$ cat src/rtl/serial_pattern_gen_pkg.sv
// Shared definitions for the serial pattern generator and its companion
// sequence detectors.
package serial_pattern_gen_pkg;

  typedef enum logic [1:0] {
    GEN_IDLE,
    GEN_SHIFT,
    GEN_GAP,
    GEN_DONE
  } gen_state_e;

  // Detector progress states: DET_Sn means n consecutive matching bits seen.
  typedef enum logic [2:0] {
    DET_S0,
    DET_S1,
    DET_S2,
    DET_S3,
    DET_S4
  } det_state_e;

  localparam int unsigned DET_RUN_LEN = 4;

endpackage

$ cat src/rtl/serial_pattern_gen_piso_shift.sv
// Loadable parallel-in/serial-out shift register. The active field is
// left-aligned on load so the bit at start_idx is always presented first.
module piso_shift #(
  parameter int unsigned WIDTH = 8,
  parameter int unsigned LEN_W = 4
) (
  input  logic             clk,
  input  logic             reset,
  input  logic             load,
  input  logic             shift_en,
  input  logic             reload,
  input  logic [WIDTH-1:0] pattern_i,
  input  logic [LEN_W-1:0] start_idx,
  output logic             ser_o
);

  logic [WIDTH-1:0] pat_q, pat_d;
  logic [WIDTH-1:0] sh_q, sh_d;
  logic [WIDTH-1:0] aligned;

  // ser_o is the bit leaving this cycle; the register already holds the one after it.
  always_comb begin
    aligned = pattern_i << (WIDTH - 1 - 32'(start_idx));
    pat_d   = pat_q;
    sh_d    = sh_q;
    ser_o   = sh_q[WIDTH-1];
    if (load) begin
      pat_d = aligned;
      sh_d  = aligned << 1;
      ser_o = aligned[WIDTH-1];
    end else if (reload) begin
      sh_d  = pat_q << 1;
      ser_o = pat_q[WIDTH-1];
    end else if (shift_en) begin
      sh_d  = sh_q << 1;
    end
  end

  always_ff @(posedge clk) begin
    if (reset) begin
      pat_q <= '0;
      sh_q  <= '0;
    end else begin
      pat_q <= pat_d;
      sh_q  <= sh_d;
    end
  end

endmodule

$ cat src/rtl/serial_pattern_gen.sv
// Serial bit-stream transmitter: sends pattern[len-1:0] MSB first, reps times,
// with GAP idle-low cycles between repeats.
module serial_pattern_gen
  import serial_pattern_gen_pkg::*;
#(
  parameter int unsigned WIDTH = 8,
  parameter int unsigned LEN_W = 4,
  parameter int unsigned CNT_W = 4,
  parameter int unsigned GAP   = 1
) (
  input  logic             clk,
  input  logic             reset,
  input  logic             start,
  input  logic [WIDTH-1:0] pattern,
  input  logic [LEN_W-1:0] len,
  input  logic [CNT_W-1:0] reps,
  output logic             out,
  output logic             valid,
  output logic             busy,
  output logic             done
);

  localparam int unsigned      GAP_W    = (GAP > 1) ? $clog2(GAP) : 1;
  localparam logic [GAP_W-1:0] GAP_LAST = GAP_W'((GAP > 0) ? GAP - 1 : 0);
  localparam logic [LEN_W-1:0] MAX_LEN  = LEN_W'(WIDTH);

  gen_state_e       state_q, state_d;
  logic             out_q, out_d;
  logic             valid_q, valid_d;
  logic             busy_q, busy_d;
  logic             done_q, done_d;
  logic [LEN_W-1:0] bit_cnt_q, bit_cnt_d;
  logic [LEN_W-1:0] len_m1_q, len_m1_d;
  logic [CNT_W-1:0] rep_cnt_q, rep_cnt_d;
  logic [GAP_W-1:0] gap_cnt_q, gap_cnt_d;

  logic             load, shift_en, reload, ser_bit;
  logic [LEN_W-1:0] len_eff_m1;
  logic [CNT_W-1:0] reps_eff_m1;

  always_comb begin
    len_eff_m1  = ((len == '0) || (len > MAX_LEN)) ? MAX_LEN - LEN_W'(1)
                                                   : len - LEN_W'(1);
    reps_eff_m1 = (reps == '0) ? '0 : reps - CNT_W'(1);
  end

  piso_shift #(
    .WIDTH(WIDTH),
    .LEN_W(LEN_W)
  ) u_piso (
    .clk      (clk),
    .reset    (reset),
    .load     (load),
    .shift_en (shift_en),
    .reload   (reload),
    .pattern_i(pattern),
    .start_idx(len_eff_m1),
    .ser_o    (ser_bit)
  );

  // bit_cnt_q is the index of the bit currently on out; rep_cnt_q counts repeats still to follow.
  always_comb begin
    state_d   = state_q;
    out_d     = 1'b0;
    valid_d   = 1'b0;
    busy_d    = busy_q;
    done_d    = 1'b0;
    bit_cnt_d = bit_cnt_q;
    len_m1_d  = len_m1_q;
    rep_cnt_d = rep_cnt_q;
    gap_cnt_d = gap_cnt_q;
    load      = 1'b0;
    shift_en  = 1'b0;
    reload    = 1'b0;

    unique case (state_q)
      GEN_IDLE: begin
        if (start) begin
          load      = 1'b1;
          state_d   = GEN_SHIFT;
          out_d     = ser_bit;
          valid_d   = 1'b1;
          busy_d    = 1'b1;
          bit_cnt_d = len_eff_m1;
          len_m1_d  = len_eff_m1;
          rep_cnt_d = reps_eff_m1;
        end
      end
      GEN_SHIFT: begin
        if (bit_cnt_q != '0) begin
          shift_en  = 1'b1;
          out_d     = ser_bit;
          valid_d   = 1'b1;
          bit_cnt_d = bit_cnt_q - LEN_W'(1);
        end else if (rep_cnt_q != '0) begin
          rep_cnt_d = rep_cnt_q - CNT_W'(1);
          if (GAP > 0) begin
            state_d   = GEN_GAP;
            gap_cnt_d = GAP_LAST;
          end else begin
            reload    = 1'b1;
            out_d     = ser_bit;
            valid_d   = 1'b1;
            bit_cnt_d = len_m1_q;
          end
        end else begin
          state_d = GEN_DONE;
          done_d  = 1'b1;
        end
      end
      GEN_GAP: begin
        if (gap_cnt_q == '0) begin
          reload    = 1'b1;
          state_d   = GEN_SHIFT;
          out_d     = ser_bit;
          valid_d   = 1'b1;
          bit_cnt_d = len_m1_q;
        end else begin
          gap_cnt_d = gap_cnt_q - GAP_W'(1);
        end
      end
      GEN_DONE: begin
        state_d = GEN_IDLE;
        busy_d  = 1'b0;
      end
      default: state_d = GEN_IDLE;
    endcase
  end

  always_ff @(posedge clk) begin
    if (reset) begin
      state_q   <= GEN_IDLE;
      out_q     <= 1'b0;
      valid_q   <= 1'b0;
      busy_q    <= 1'b0;
      done_q    <= 1'b0;
      bit_cnt_q <= '0;
      len_m1_q  <= '0;
      rep_cnt_q <= '0;
      gap_cnt_q <= '0;
    end else begin
      state_q   <= state_d;
      out_q     <= out_d;
      valid_q   <= valid_d;
      busy_q    <= busy_d;
      done_q    <= done_d;
      bit_cnt_q <= bit_cnt_d;
      len_m1_q  <= len_m1_d;
      rep_cnt_q <= rep_cnt_d;
      gap_cnt_q <= gap_cnt_d;
    end
  end

  assign out   = out_q;
  assign valid = valid_q;
  assign busy  = busy_q;
  assign done  = done_q;

endmodule

$ cat config.mk
export PLATFORM = sky130hd
export DESIGN_NAME = serial_pattern_gen
export DESIGN_NICKNAME = d
export VERILOG_FILES = /design/src/rtl/serial_pattern_gen_pkg.sv /design/src/rtl/serial_pattern_gen_piso_shift.sv /design/src/rtl/serial_pattern_gen.sv
export SDC_FILE = /design/constraint.sdc
export NUM_CORES = 1
export LEC_CHECK = 0
export ABC_AREA = 1
export CORE_ASPECT_RATIO = 1.4
export CORE_MARGIN = 2
export CORE_UTILIZATION = 35
export CTS_CLUSTER_SIZE = 30
export DETAILED_ROUTE_END_ITERATION = 7
export PLACE_DENSITY_LB_ADDON = 0.05
export SYNTH_ARGS = -nofsm -noshare
export SYNTH_HDL_FRONTEND = slang
export SYNTH_SLANG_ARGS = --single-unit
$ cat constraint.sdc
create_clock -name clk -period 1.7 [get_ports clk]
set_input_delay 0.34 -clock clk [delete_from_list [all_inputs] [get_ports clk]]
set_output_delay 0.34 -clock clk [all_outputs]
set_load 0.01 [all_outputs]
==> results.rst, run 1 <==
.. list-table::
   :header-rows: 1

   * - Metric
     - Value
   * - Setup-violating endpoint count in the final report
     - 0
   * - Leading cell type in the layout, fill and taps excluded
     - nand2_1
   * - CP delay by family, top
     - simple AND/OR/NAND/NOR gates
   * - H-tree Lvls
     - 2
   * - Filler Cell Count
     - 630
   * - Synthesized net count
     - between 300 and 400
   * - Share of total power in the clock network
     - roughly 14%
   * - Arrival time worst endpoint
     - roughly 1.8 ns
   * - Cell repeated most along the worst path
     - nand2_4
   * - Pre-CTS setup slack
     - -0.559 ns
   * - CP peak stage delay
     - ~0.25 ns
   * - Initial Utilization
     - between 30% and 40%
   * - Multi-input gate area
     - about 1400 um2
   * - Post-Syn Area
     - between 2000 and 2500 um2
   * - Core footprint
     - between 5000 and 6000 um2
   * - Vias per std cell
     - between 4 and 5
   * - Clock tree from TritonCTS
     - done
   * - Slew headroom
     - 83.8%
   * - Final-stage net count
     - roughly 390
   * - Peak supply drop
     - 0.000520 V
   * - Finished Core Util
     - roughly half
   * - Clock-pin transition on the worst setup and hold timing paths
     - about 0.060 ns
   * - Port-buffer cells
     - 22
   * - Number of nets with antenna violations after routing
     - 0
   * - Detailed placement HPWL
     - between 4 and 5 mm
   * - Global-route track usage on met2
     - 33.5%
   * - Largest net degree at the start of global routing
     - 18
   * - Number of global-route vias before repair
     - approximately 2,100
   * - Transition time at the pin with the least slew margin
     - between 0.2 and 0.25 ns
   * - Maximum capacitance violations
     - 0
   * - Critical path required time
     - 1.91 ns
   * - Share of final-layout standard cells stronger than drive strength 1
     - a little under a third
   * - Number of buffers added by the clock tree synthesis step
     - 5
   * - Number of different library cells in the post-synthesis netlist
     - 36
   * - Cell internal power dissipation
     - between 2 and 2.5 mW
   * - Cell chain of the critical path
     - dlygate4sd2_1 > inv_2 > ha_4 > nand2_4 > nand2_4 > nand2_4 > nand2_8 > nand2_8 > nor2_4 > buf_6 > nand3_4 > a31oi_1
   * - Number of max-slew violations in the final report
     - 0
   * - Synthesis Warnings
     - 0
   * - Area growth, synth to finish
     - 37.6%
   * - Critical-path cell with the highest stage delay
     - dlygate4sd2_1
   * - Horizontal die dimension
     - ~70 um
   * - I/O Pins
     - 23
   * - Iteration-0 DRC Markers
     - 36
   * - Share of synthesized area occupied by flip-flops and latches
     - a little under a third
   * - Worst-case clock skew
     - ~0.0094 ns
   * - Most used cells in the layout excluding fill and tap cells
     - nand2_1, buf_4, inv_1
   * - Placed Cells
     - 419
   * - Fmax achieved
     - around 630 MHz
   * - Clk buf depth
     - 2
   * - Total wire length
     - about 5.7 mm
   * - Flops & latches, synth
     - 33
   * - Leakage power
     - around 1.4 nW
   * - CTS Root Buffer Type
     - clkbuf_8
   * - Largest area contributor in the netlist
     - dfxtp_1
   * - Power dissipated by switching net loads
     - 1.74 mW
   * - First-pass GRT wire length
     - roughly 9.6 mm
   * - Met1 demand-to-capacity share in global routing
     - between 10% and 20%
   * - Result of the run
     - finished clean
   * - Overall power of the completed layout
     - about 4.2 mW
   * - Worst setup path category
     - primary input to register
   * - Number of search-and-repair iterations in the first detailed-routing pass
     - 4
   * - Post-synthesis instance total
     - 299
   * - Worst-Skew Late Latency
     - approximately 0.29 ns
   * - Startpoint class of the critical path
     - primary input
   * - Die Height
     - around 97 um
   * - GRT Util Overall
     - approximately 17%
   * - Shortest period the worst path allows
     - between 1.5 and 2 ns
   * - Total congestion overflow after global routing
     - 0
   * - Crit share post-route
     - slightly above 90%
   * - Total number of vias
     - roughly 2,200
   * - Average wire per cell in the routed design
     - 13.1 um
   * - Met3 track utilization from global routing
     - between 2 and 3%
   * - Most crowded layer after global routing
     - met2
   * - Power per cell area
     - around 1400 nW/um2
   * - Register area
     - approximately 660 um2
   * - Type of the most critical hold path
     - register to register
   * - Area share of the leading cell type in the synthesized netlist
     - between 30% and 40%
   * - Number of placement rows
     - 33
   * - Routability-driven placement congestion ratio
     - about 0.78
   * - Fraction of power spent switching nets
     - between 40 and 50%
   * - Remaining routing DRC violations
     - 0
   * - Area enclosed by the die boundary
     - 6800 um2
   * - Combinational share of power
     - slightly below 60%
   * - Antenna violations before repair
     - 0
   * - Setup slack after layout
     - 0.121 ns
   * - Largest cells by area after synthesis
     - dfxtp_1, nand2_1, inv_1, a21oi_1, nand3_2
   * - Avg Synthesized Cell Area
     - 7.19 um2
   * - Fin Hold WS
     - roughly 0.46 ns
   * - Register share of total power
     - approximately 27%
   * - Kind of end point of the critical path
     - register
   * - Worst path bufs/invs
     - 3
   * - Non-filler instance count after layout
     - about 430
   * - Number of antenna diodes
     - 0
   * - Maximum fanout along the worst path
     - 7
   * - Number of hold-slack violations in the final timing report
     - 0
   * - Clock sink total
     - 33
## cell families after synthesis
group	synth area share [%]
simple gates	33.3
xor+xnor	1.22
fa+ha+maj	4.65
buf+inv	11.9
compound gates	18.2
flops	30.7
## flip-flops by register name, indices dropped and copies added (netlist names)
register	cells
u_piso.pat_q	8
u_piso.sh_q	7
bit_cnt_q	4
len_m1_q	4
rep_cnt_q	4
state_q	2
busy	1
done	1
out	1
valid	1
## final timing paths
path,from,end,slack [ns],cells after the start
worst max-delay path,len[0],u_piso.sh_q[2],0.12,12
worst min-delay path,u_piso.pat_q[1],u_piso.pat_q[1],0.46,2
worst min register to register,u_piso.pat_q[1],u_piso.pat_q[1],0.46,2
worst max register to register,state_q[0],bit_cnt_q[3],0.13,10
## routing by layer
layer,share of wire (%),routed length [um]
met2,56,3140
met4,1.2,67
met1,41,2320
met5,0,0
met3,2.1,118
## worst register-to-register path, cell delays in order (launching register included)
cell and delay [ns]:
dfxtp_2 0.35, inv_1 0.07, ha_1 0.23, inv_1 0.07, nor2_1 0.05, buf_4 0.14, nor3_4 0.19, inv_1 0.10
a21oi_2 0.11, nand2_1 0.06, a21oi_1 0.12
## metrics by stage
step / setup TNS, ns / cell area [um2]
6_report: 0 / 2960
5_1_grt: -0.00107 / 2960
4_1_cts: 0 / 2860
3_5_place_dp: -10.76 / 2680
3_3_place_gp: -9.78 / 2680
2_1_floorplan: 0 / 2150
## power groups by stage
stage | sequential (mW) | combinational (mW) | clock, mW
detailed placement | 1.15 | 2.35 | 0
global route | 1.17 | 2.80 | 0.627
global placement | 1.15 | 2.35 | 0
floorplan | 1.14 | 1.43 | 0
finish | 1.14 | 2.49 | 0.574
CTS | 1.14 | 2.41 | 0.596
## area by class of cell
class                   instances  share of cell area [%]
flip-flops and latches         33                    22.4
repair buffers                 65                    19.6
well taps                      70                    2.96
clock buffers                   6                    2.45
clock inverters                 2                   0.338
multi-input cells             211                    46.7
inverters                      44                    5.58
## cell usage after synthesis, drive strengths merged
| library cell | number |
|---|---|
| buf | 6 |
| o211ai | 5 |
| a211oi | 1 |
| or2 | 4 |
| nand4 | 8 |
| nor4 | 1 |
| clkbuf | 6 |
| inv | 44 |
| o221ai | 1 |
| a31oi | 4 |
| dfxtp | 33 |
| nor3 | 3 |
| a221oi | 1 |
| o21ai | 24 |
| xor2 | 1 |
| xnor2 | 2 |
| nand3 | 36 |
| nor2 | 24 |
| a22oi | 1 |
| o22ai | 1 |
| nand2 | 55 |
| a21oi | 28 |
| ha | 8 |
| o31ai | 2 |
## what timing repair did
action | in CTS | in global routing
setup endpoints to repair | 20 | 21
gates cloned | 1 | 0
hold buffers | 0 | 0
buffers inserted | 1 | 3
gates resized for setup | 21 | 26
pin swaps | 6 | 10
endpoints found under the hold margin | 0 | 0
(Power assumes the default switching activity.)
==> inputs of run 2 (changes only) <==
--- a/config.mk
+++ b/config.mk
@@ -12,6 +12,7 @@
 export CTS_CLUSTER_SIZE = 30
 export DETAILED_ROUTE_END_ITERATION = 7
 export PLACE_DENSITY_LB_ADDON = 0.05
+export SLEW_MARGIN = 20
 export SYNTH_ARGS = -nofsm -noshare
 export SYNTH_HDL_FRONTEND = slang
 export SYNTH_SLANG_ARGS = --single-unit
==> results of run 2 <==
Final layout, timing and power as in run 1 (identical DEF).
